==> src/rtl/add_pkg.sv <==
// Shared definitions for the serial-arithmetic controllers: default operand
// width and the controller state encoding.
package add_pkg;

  localparam int unsigned ADD_WIDTH_DEFAULT = 8;

  typedef enum logic [1:0] {
    IDLE = 2'd0,
    RUN  = 2'd1,
    DONE = 2'd2
  } add_state_e;

endpackage

==> src/rtl/add_serial_ctrl_if.sv <==
// Request/result bundle of the bit-serial adder controller.
interface add_serial_ctrl_if
  import add_pkg::*;
#(
  parameter int unsigned WIDTH = ADD_WIDTH_DEFAULT
);

  logic             start;
  logic [WIDTH-1:0] a;
  logic [WIDTH-1:0] b;
  logic             cin;
  logic             busy;
  logic             done;
  logic [WIDTH-1:0] sum;
  logic             cout;

  modport master (
    output start, a, b, cin,
    input  busy, done, sum, cout
  );

  modport slave (
    input  start, a, b, cin,
    output busy, done, sum, cout
  );

endinterface

==> src/rtl/add_serial_ctrl_add_full.sv <==
// Single-bit full adder; the only arithmetic element on the serial sum path.
module add_full (
  input  logic a_i,
  input  logic b_i,
  input  logic cin_i,
  output logic sum_o,
  output logic cout_o
);

  assign sum_o  = a_i ^ b_i ^ cin_i;
  assign cout_o = (a_i & b_i) | (a_i & cin_i) | (b_i & cin_i);

endmodule

==> src/rtl/add_serial_ctrl.sv <==
// Bit-serial adder controller: {cout,sum} = a + b + cin, one bit per clock,
// LSB first, through a single full adder.
module add_serial_ctrl
  import add_pkg::*;
#(
  parameter int unsigned WIDTH = ADD_WIDTH_DEFAULT
) (
  input logic              clk,
  input logic              rst,
  add_serial_ctrl_if.slave bus
);

  localparam int unsigned   CW   = (WIDTH > 1) ? $clog2(WIDTH) : 1;
  localparam logic [CW-1:0] LAST = CW'(WIDTH - 1);

  add_state_e       state_q, state_d;
  logic [WIDTH-1:0] a_q, a_d;
  logic [WIDTH-1:0] b_q, b_d;
  logic             carry_q, carry_d;
  logic [WIDTH-1:0] res_q, res_d;
  logic [CW-1:0]    cnt_q, cnt_d;
  logic [WIDTH-1:0] sum_q, sum_d;
  logic             cout_q, cout_d;

  logic             fa_sum;
  logic             fa_cout;
  logic [WIDTH-1:0] res_shift;

  add_full u_fa (
    .a_i   (a_q[0]),
    .b_i   (b_q[0]),
    .cin_i (carry_q),
    .sum_o (fa_sum),
    .cout_o(fa_cout)
  );

  // New sum bit enters at the MSB so after WIDTH shifts bit 0 sits at the LSB.
  assign res_shift = WIDTH'({fa_sum, res_q} >> 1);

  always_ff @(posedge clk or posedge rst) begin
    if (rst) begin
      state_q <= IDLE;
      a_q     <= '0;
      b_q     <= '0;
      carry_q <= 1'b0;
      res_q   <= '0;
      cnt_q   <= '0;
      sum_q   <= '0;
      cout_q  <= 1'b0;
    end else begin
      state_q <= state_d;
      a_q     <= a_d;
      b_q     <= b_d;
      carry_q <= carry_d;
      res_q   <= res_d;
      cnt_q   <= cnt_d;
      sum_q   <= sum_d;
      cout_q  <= cout_d;
    end
  end

  always_comb begin
    state_d = state_q;
    a_d     = a_q;
    b_d     = b_q;
    carry_d = carry_q;
    res_d   = res_q;
    cnt_d   = cnt_q;
    sum_d   = sum_q;
    cout_d  = cout_q;

    case (state_q)
      IDLE: begin
        if (bus.start) begin
          a_d     = bus.a;
          b_d     = bus.b;
          carry_d = bus.cin;
          cnt_d   = '0;
          state_d = RUN;
        end
      end
      RUN: begin
        a_d     = a_q >> 1;
        b_d     = b_q >> 1;
        carry_d = fa_cout;
        res_d   = res_shift;
        // Counter holds at LAST on the final bit instead of wrapping.
        if (cnt_q == LAST) begin
          sum_d   = res_shift;
          cout_d  = fa_cout;
          state_d = DONE;
        end else begin
          cnt_d = cnt_q + CW'(1);
        end
      end
      DONE:    state_d = IDLE;
      default: state_d = IDLE;
    endcase
  end

  assign bus.busy = (state_q != IDLE);
  assign bus.done = (state_q == DONE);
  assign bus.sum  = sum_q;
  assign bus.cout = cout_q;

endmodule

==> src/flat_wrapper.sv <==
// flat-port wrapper written by rule: the top's interface ports become plain ports
module add_serial_ctrl_flat import add_pkg::*;
#(
  parameter int unsigned WIDTH = ADD_WIDTH_DEFAULT
)
  (clk, rst, bus_start, bus_a, bus_b, bus_cin, bus_busy, bus_done, bus_sum, bus_cout);
  add_serial_ctrl_if #(.WIDTH(WIDTH)) bus_i ();
  input logic clk;
  input logic rst;
  input wire logic [$bits(bus_i.start)-1:0] bus_start;
  input wire logic [$bits(bus_i.a)-1:0] bus_a;
  input wire logic [$bits(bus_i.b)-1:0] bus_b;
  input wire logic [$bits(bus_i.cin)-1:0] bus_cin;
  output wire logic [$bits(bus_i.busy)-1:0] bus_busy;
  output wire logic [$bits(bus_i.done)-1:0] bus_done;
  output wire logic [$bits(bus_i.sum)-1:0] bus_sum;
  output wire logic [$bits(bus_i.cout)-1:0] bus_cout;
  assign bus_i.start = bus_start;
  assign bus_i.a = bus_a;
  assign bus_i.b = bus_b;
  assign bus_i.cin = bus_cin;
  assign bus_busy = bus_i.busy;
  assign bus_done = bus_i.done;
  assign bus_sum = bus_i.sum;
  assign bus_cout = bus_i.cout;
  add_serial_ctrl #(.WIDTH(WIDTH)) u_core (.clk(clk), .rst(rst), .bus(bus_i));
endmodule
==> config.mk <==
export PLATFORM = sky130hd
export DESIGN_NAME = add_serial_ctrl_flat
export DESIGN_NICKNAME = d
export VERILOG_FILES = /design/src/rtl/add_pkg.sv /design/src/rtl/add_serial_ctrl_if.sv /design/src/rtl/add_serial_ctrl_add_full.sv /design/src/rtl/add_serial_ctrl.sv /design/src/flat_wrapper.sv
export SDC_FILE = /design/constraint.sdc
export NUM_CORES = 1
export LEC_CHECK = 0
export ABC_AREA = 1
export BUFFER_PORTS_ARGS = -buffer_cell sky130_fd_sc_hd__buf_4
export CELL_PAD_IN_SITES_DETAIL_PLACEMENT = 2
export CELL_PAD_IN_SITES_GLOBAL_PLACEMENT = 2
export CORE_MARGIN = 1
export CORE_UTILIZATION = 29
export CTS_BUF_LIST = sky130_fd_sc_hd__clkbuf_4 sky130_fd_sc_hd__clkbuf_8 sky130_fd_sc_hd__clkbuf_16
export DETAILED_ROUTE_END_ITERATION = 16
export GPL_TIMING_DRIVEN = 0
export PLACE_DENSITY = 0.75
export SLEW_MARGIN = 40
export SYNTH_ARGS = -nofsm -noshare
export SYNTH_HDL_FRONTEND = slang
export SYNTH_HIERARCHICAL = 1
export SYNTH_SLANG_ARGS = --single-unit
==> constraint.sdc <==
create_clock -name clk -period 1.3 [get_ports clk]
set_clock_uncertainty 0.1 [all_clocks]
set_input_delay 0.39 -clock clk [delete_from_list [all_inputs] [get_ports clk]]
set_output_delay 0.39 -clock clk [all_outputs]
set_load 0.05 [all_outputs]
# After elaboration in Yosys (flattened, before gate mapping)
# Cells that the tools add are included.
# op_classes
n_addsub,1
eq_ne,6
bitwise,7
n_mux,12
n_reduce_logical,7
# ops
cell,n
8-bit one-hot mux with 2 select lines,2
8-bit 2-to-1 mux,2
3-bit 2-to-1 mux,2
3-bit one-hot mux with 2 select lines,1
2-bit AND reduction,3
2-bit 2-to-1 mux,2
"2-bit inequality test, second input constant",2
2-bit one-hot mux with 2 select lines,1
2-bit nonzero test,2
"3-bit by 1-bit adder with 3-bit output, second input constant",1
1-bit bitwise AND,3
"3-bit == test, second input constant",1
3-bit AND reduction,1
"2-bit by 1-bit == test with 1-bit output, second input constant",1
"2-bit == test, second input constant",1
2-bit logical NOT,1
"2-bit by 1-bit inequality test with 1-bit output, second input constant",1
1-bit OR,2
1-bit one-hot mux with 2 select lines,1
1-bit XOR,2
1-bit 2-to-1 mux,1
# totals
inputBits,20
reg_bits,39

# Longest topological paths before layout
# depth
depth_word,4
ltp_mapped,7
depth_no_buf,6

# Modules after synthesis
# The synthesis kept the hierarchy.
# by_module_without_submodules
mod,area_per_inst_um2,cells_each,seq_area_each_um2,instances
add_serial_ctrl,1754.2,212,950.9,1
add_full,20.0,1,0.0,1

# Worst setup path after synthesis
# OpenSTA, ideal clock, no wires.
# synth_timing
path_type,flip-flop to output port
startpoint,register u_core.state_q[0]
endpoint,output bus_done
n_path_buf,2
setup_slack_ps,-507
stages_incl_launch_ff,4
t_arrival_ps,1317
cell_sequence,dfrtp_1 > buf_4 > buf_2 > nor2_1
# synth_via
elab_chain_cells,1
# synth_lines
element,line_no,text
"start, declared",add_serial_ctrl.sv:16,"add_state_e state_q, state_d;"
"start signal, assigned",add_serial_ctrl.sv:51,state_q <= state_d;
2-bit == test,add_serial_ctrl.sv:102,assign bus.done = (state_q == DONE);
"end, declared",flat_wrapper.sv:15,output wire logic [$bits(bus_i.done)-1:0] bus_done;
# Every way passes these cells.

# Worst setup path in the final report
# Ends and elaborated chain as after synthesis.

==> Implementation_results.wiki <==
{| class="wikitable"
! Metric !! Value
|-
| Outcome || complete, but fails checks
|-
| Violations in the final reports || negative setup slack
|-
| WP data required || 810 ps
|-
| Count of buffers inserted at the top-level ports || 29
|-
| Initial antenna violation count || 0
|-
| Yosys warning total || 6
|-
| Clock transition at the registers of the reported paths || roughly 80 ps
|-
| Fill cell count || around 640
|-
| Antenna diode instance count || 0
|-
| HPWL after detailed placement || 3150 um
|-
| Leakage power of the design || 1.57 nW
|-
| Synthesized flop and latch total || 38
|-
| Largest area contributor in the netlist || sky130_fd_sc_hd__dfrtp_1
|-
| Number of H-tree branching levels || 2
|-
| Maximum fanout encountered on the critical timing path || 4
|-
| CP Data Arrival Time || 1150 ps
|-
| Cell area after synthesis || 1770 um2
|-
| Core ar. || 5920 um2
|-
| Total area of multi-input combinational cells || 855 um2
|-
| Die height || around 80 um
|-
| Period Utilization, post-route || 1.26
|-
| Router iterations before antenna repair || 4
|-
| GRT Overall Usage || 0.173
|-
| Largest incremental delay on the critical path || 380 ps
|-
| WHS || 212 ps
|-
| Crit path setup slack, layout || -342 ps
|-
| Dominant cells by area after synthesis || sky130_fd_sc_hd__dfrtp_1 (54%), sky130_fd_sc_hd__nand2_1 (17%), sky130_fd_sc_hd__inv_1 (7.0%)
|-
| Worst supply voltage drop on vdd || between 0.0009 and 0.001 V
|-
| Layout net count || 312
|-
| Number of global-route vias before repair || 1,810
|-
| Type of the most critical hold path || input pin to flip-flop
|-
| Max Root-Sink Buffers || 2
|-
| Chip Width || 80.2 um
|-
| Number of cells produced by synthesis || 213
|-
| Number of max-slew violations in the final report || 0
|-
| Category of the critical setup timing path || flip-flop to output port
|-
| Mean Syn Cell Area || approximately 8.3 um2
|-
| Async set-reset flop share out of synthesis || 1.00
|-
| Worst Hold Depth || 3
|-
| Total die area || 6430 um2
|-
| Final critical delay including setup and external delays || 1640 ps
|-
| Initial cell density of the core || 0.300
|-
| CTS tree || done
|-
| Mean number of vias per cell || 4.56
|-
| Overall Power || roughly 6.8 mW
|-
| Count of cell types in the netlist || 18
|-
| Cell breakdown of the critical path || buf_6, buf_8, nor2_4, buf_8
|-
| Unrepaired setup endpoints after global routing || true
|-
| Remaining number of nets flagged by the antenna check after routing || 0
|-
| Met1 capacity usage during global routing || 0.196
|-
| Area share of the leading cell type in the synthesized netlist || 0.536
|-
| Met2 Use GR || 0.335
|-
| Via count of the routed design || 1,661
|-
| Number of enable-type register cells in the synthesized netlist || 0
|-
| Wire length of the first global-routing pass || 8360 um
|-
| Most numerous cell on the critical path || sky130_fd_sc_hd__buf_8
|-
| Dominant synthesized flop cell || sky130_fd_sc_hd__dfrtp_1
|-
| Startpoint Class || flip-flop
|-
| Row cnt || 28
|-
| Global routing met3 resource utilization || 0.0284
|-
| Most instantiated library cell after synthesis || sky130_fd_sc_hd__nand2_1
|-
| Cell types with the highest counts after synthesis || sky130_fd_sc_hd__nand2_1 (82), sky130_fd_sc_hd__dfrtp_1 (38), sky130_fd_sc_hd__inv_1 (33)
|-
| TritonCTS Buffers || 5
|-
| Critical Path End Type || output port
|-
| Final setup violating endpoints || 41
|-
| Max-cap violation count || 0
|-
| Wire length per cell || about 17 um
|-
| Post-detailed-route DRC marker count || 0
|-
| Pre-CTS setup slack || -270 ps
|-
| Register-to-Register Path Depth || 10
|-
| Area Overhead vs Synth || 62.4%
|-
| GP Congestion || 0.679
|-
| Post-layout utilization of the core || 0.487
|-
| Leftover overflow at the end of global routing || 0
|-
| Io pins || 31
|-
| Sequential cell area in the final layout || 952 um2
|-
| Pin count of the biggest net entering global routing || 16
|-
| Cell with the largest stage delay on the worst path || sky130_fd_sc_hd__dfrtp_1
|-
| Highest attainable clock frequency || 609 MHz
|-
| GRT Max-Usage Layer || met2
|-
| Transition time of the tightest slew-check pin || 326 ps
|-
| Aggregate routed wire length || 6020 um
|-
| Final cell count without fillers || 364
|-
| Share of layout cells above drive strength 1 || 0.474
|-
| Count of placed standard cells including taps || around 320
|-
| Latest clock arrival within the worst-skew pair || 280 ps
|-
| Synthesized netlist net count || 236
|-
| DRT iter0 DRCs || 33
|-
| Final Hold Vio Count || 0
|-
| Max-Slew Margin vs Limit || 0.782
|-
| Root Driver || sky130_fd_sc_hd__clkbuf_8
|-
| Power density over cell area || 2370 nW/um2
|-
| Seq/Total Area, Yosys || 0.536
|-
| Number of clock sinks seen by CTS || 38
|}
[cell families (layout without fill, tap and decap cells)]
family | count (synthesis) | count (layout) | share of synthesized area
AO/OA/AOI/OAI | 15 | 15 | 0.0592
adder cells (fa/ha/maj) | 3 | 3 | 0.0254
buffers and inverters | 42 | 117 | 0.105
flip-flops | 38 | 38 | 0.536
AND/OR/NAND/NOR | 115 | 116 | 0.274
[worst max-delay path: cells and delay by family, from the launching register on]
family | cells | cell delay, ps
buffers and inverters | 3 | 400
flip-flops | 1 | 380
AND/OR/NAND/NOR | 1 | 90
[power breakdown]
part	switching, mW	internal (mW)	total [mW]
clock	0.415	0.361	0.776
combinational	2.16	1.75	3.91
sequential	0.431	1.71	2.14
total	3.00	3.82	6.83
[per-stage QoR]
| stage | TNS (ps) | area (um2) |
|---|---|---|
| after global routing | -9240 | 2880 |
| final | -6990 | 2880 |
| after floorplan | -107 | 1800 |
| after global placement | -2550 | 2120 |
| after CTS | -3200 | 2530 |
| after detailed placement | -2870 | 2160 |
[registers in the layout, summed over array words and instances, names as in the netlist]
signal           count
u_core/state_q       2
u_core/bus.sum       8
u_core/a_q           8
u_core/res_q         7
u_core/b_q           8
u_core/cnt_q         3
u_core/carry_q       1
u_core/bus.cout      1
[area by class of cell]
| type | instances | area share |
|---|---|---|
| Timing Repair Buffer | 68 | 0.234 |
| Clock buffer | 5 | 0.0239 |
| Tap cell | 75 | 0.0326 |
| Buffer | 7 | 0.0304 |
| Multi-Input combinational cell | 134 | 0.297 |
| Sequential cell | 38 | 0.330 |
| Clock inverter | 2 | 0.00347 |
| Inverter | 35 | 0.0486 |
[final timing paths]
check | startpoint | to | slack [ps]
max | u_core/state_q[0] | bus_done | -340
min | bus_b[7] | u_core/b_q[7] | 210
max reg2reg | u_core/state_q[0] | u_core/bus.sum[3] | -280
min reg2reg | u_core/b_q[4] | u_core/b_q[4] | 390
max in group asynchronous | rst | u_core/res_q[6] | 180
min in group asynchronous | rst | u_core/cnt_q[1] | 530
[layer usage]
layer | share of wire | wire, um | vias to the layer above
li1 | - | - | 793
met1 | 0.41 | 2470 | 834
met2 | 0.56 | 3360 | 28
met3 | 0.019 | 114 | 6
met4 | 0.012 | 74 | 0
met5 | 0 | 0 | -
[placed cells by master, fill, tap and decap left out, types with 5 or more instances in the layout]
master / synthesis / layout
sky130_fd_sc_hd__buf_8: 0 / 6
sky130_fd_sc_hd__nand3_2: 0 / 6
sky130_fd_sc_hd__buf_6: 2 / 19
sky130_fd_sc_hd__o21ai_2: 8 / 9
sky130_fd_sc_hd__nand3_1: 22 / 16
sky130_fd_sc_hd__inv_1: 33 / 30
sky130_fd_sc_hd__nor2_4: 1 / 5
sky130_fd_sc_hd__buf_4: 3 / 43
sky130_fd_sc_hd__nand2_2: 3 / 14
sky130_fd_sc_hd__nand2_4: 1 / 11
sky130_fd_sc_hd__o21ai_0: 7 / 6
sky130_fd_sc_hd__clkbuf_8: 0 / 5
sky130_fd_sc_hd__nand2_1: 82 / 59
sky130_fd_sc_hd__dfrtp_1: 38 / 37
[timing repair]
item                                   CTS  global route
hold buffers                             1             0
buffers inserted                        20            15
cloned                                   1             2
endpoints found under the hold margin    9             0
setup endpoints to repair               42            47
gates resized for setup                 25            55
pin swaps                                2            18
(Power assumes the default switching activity.)
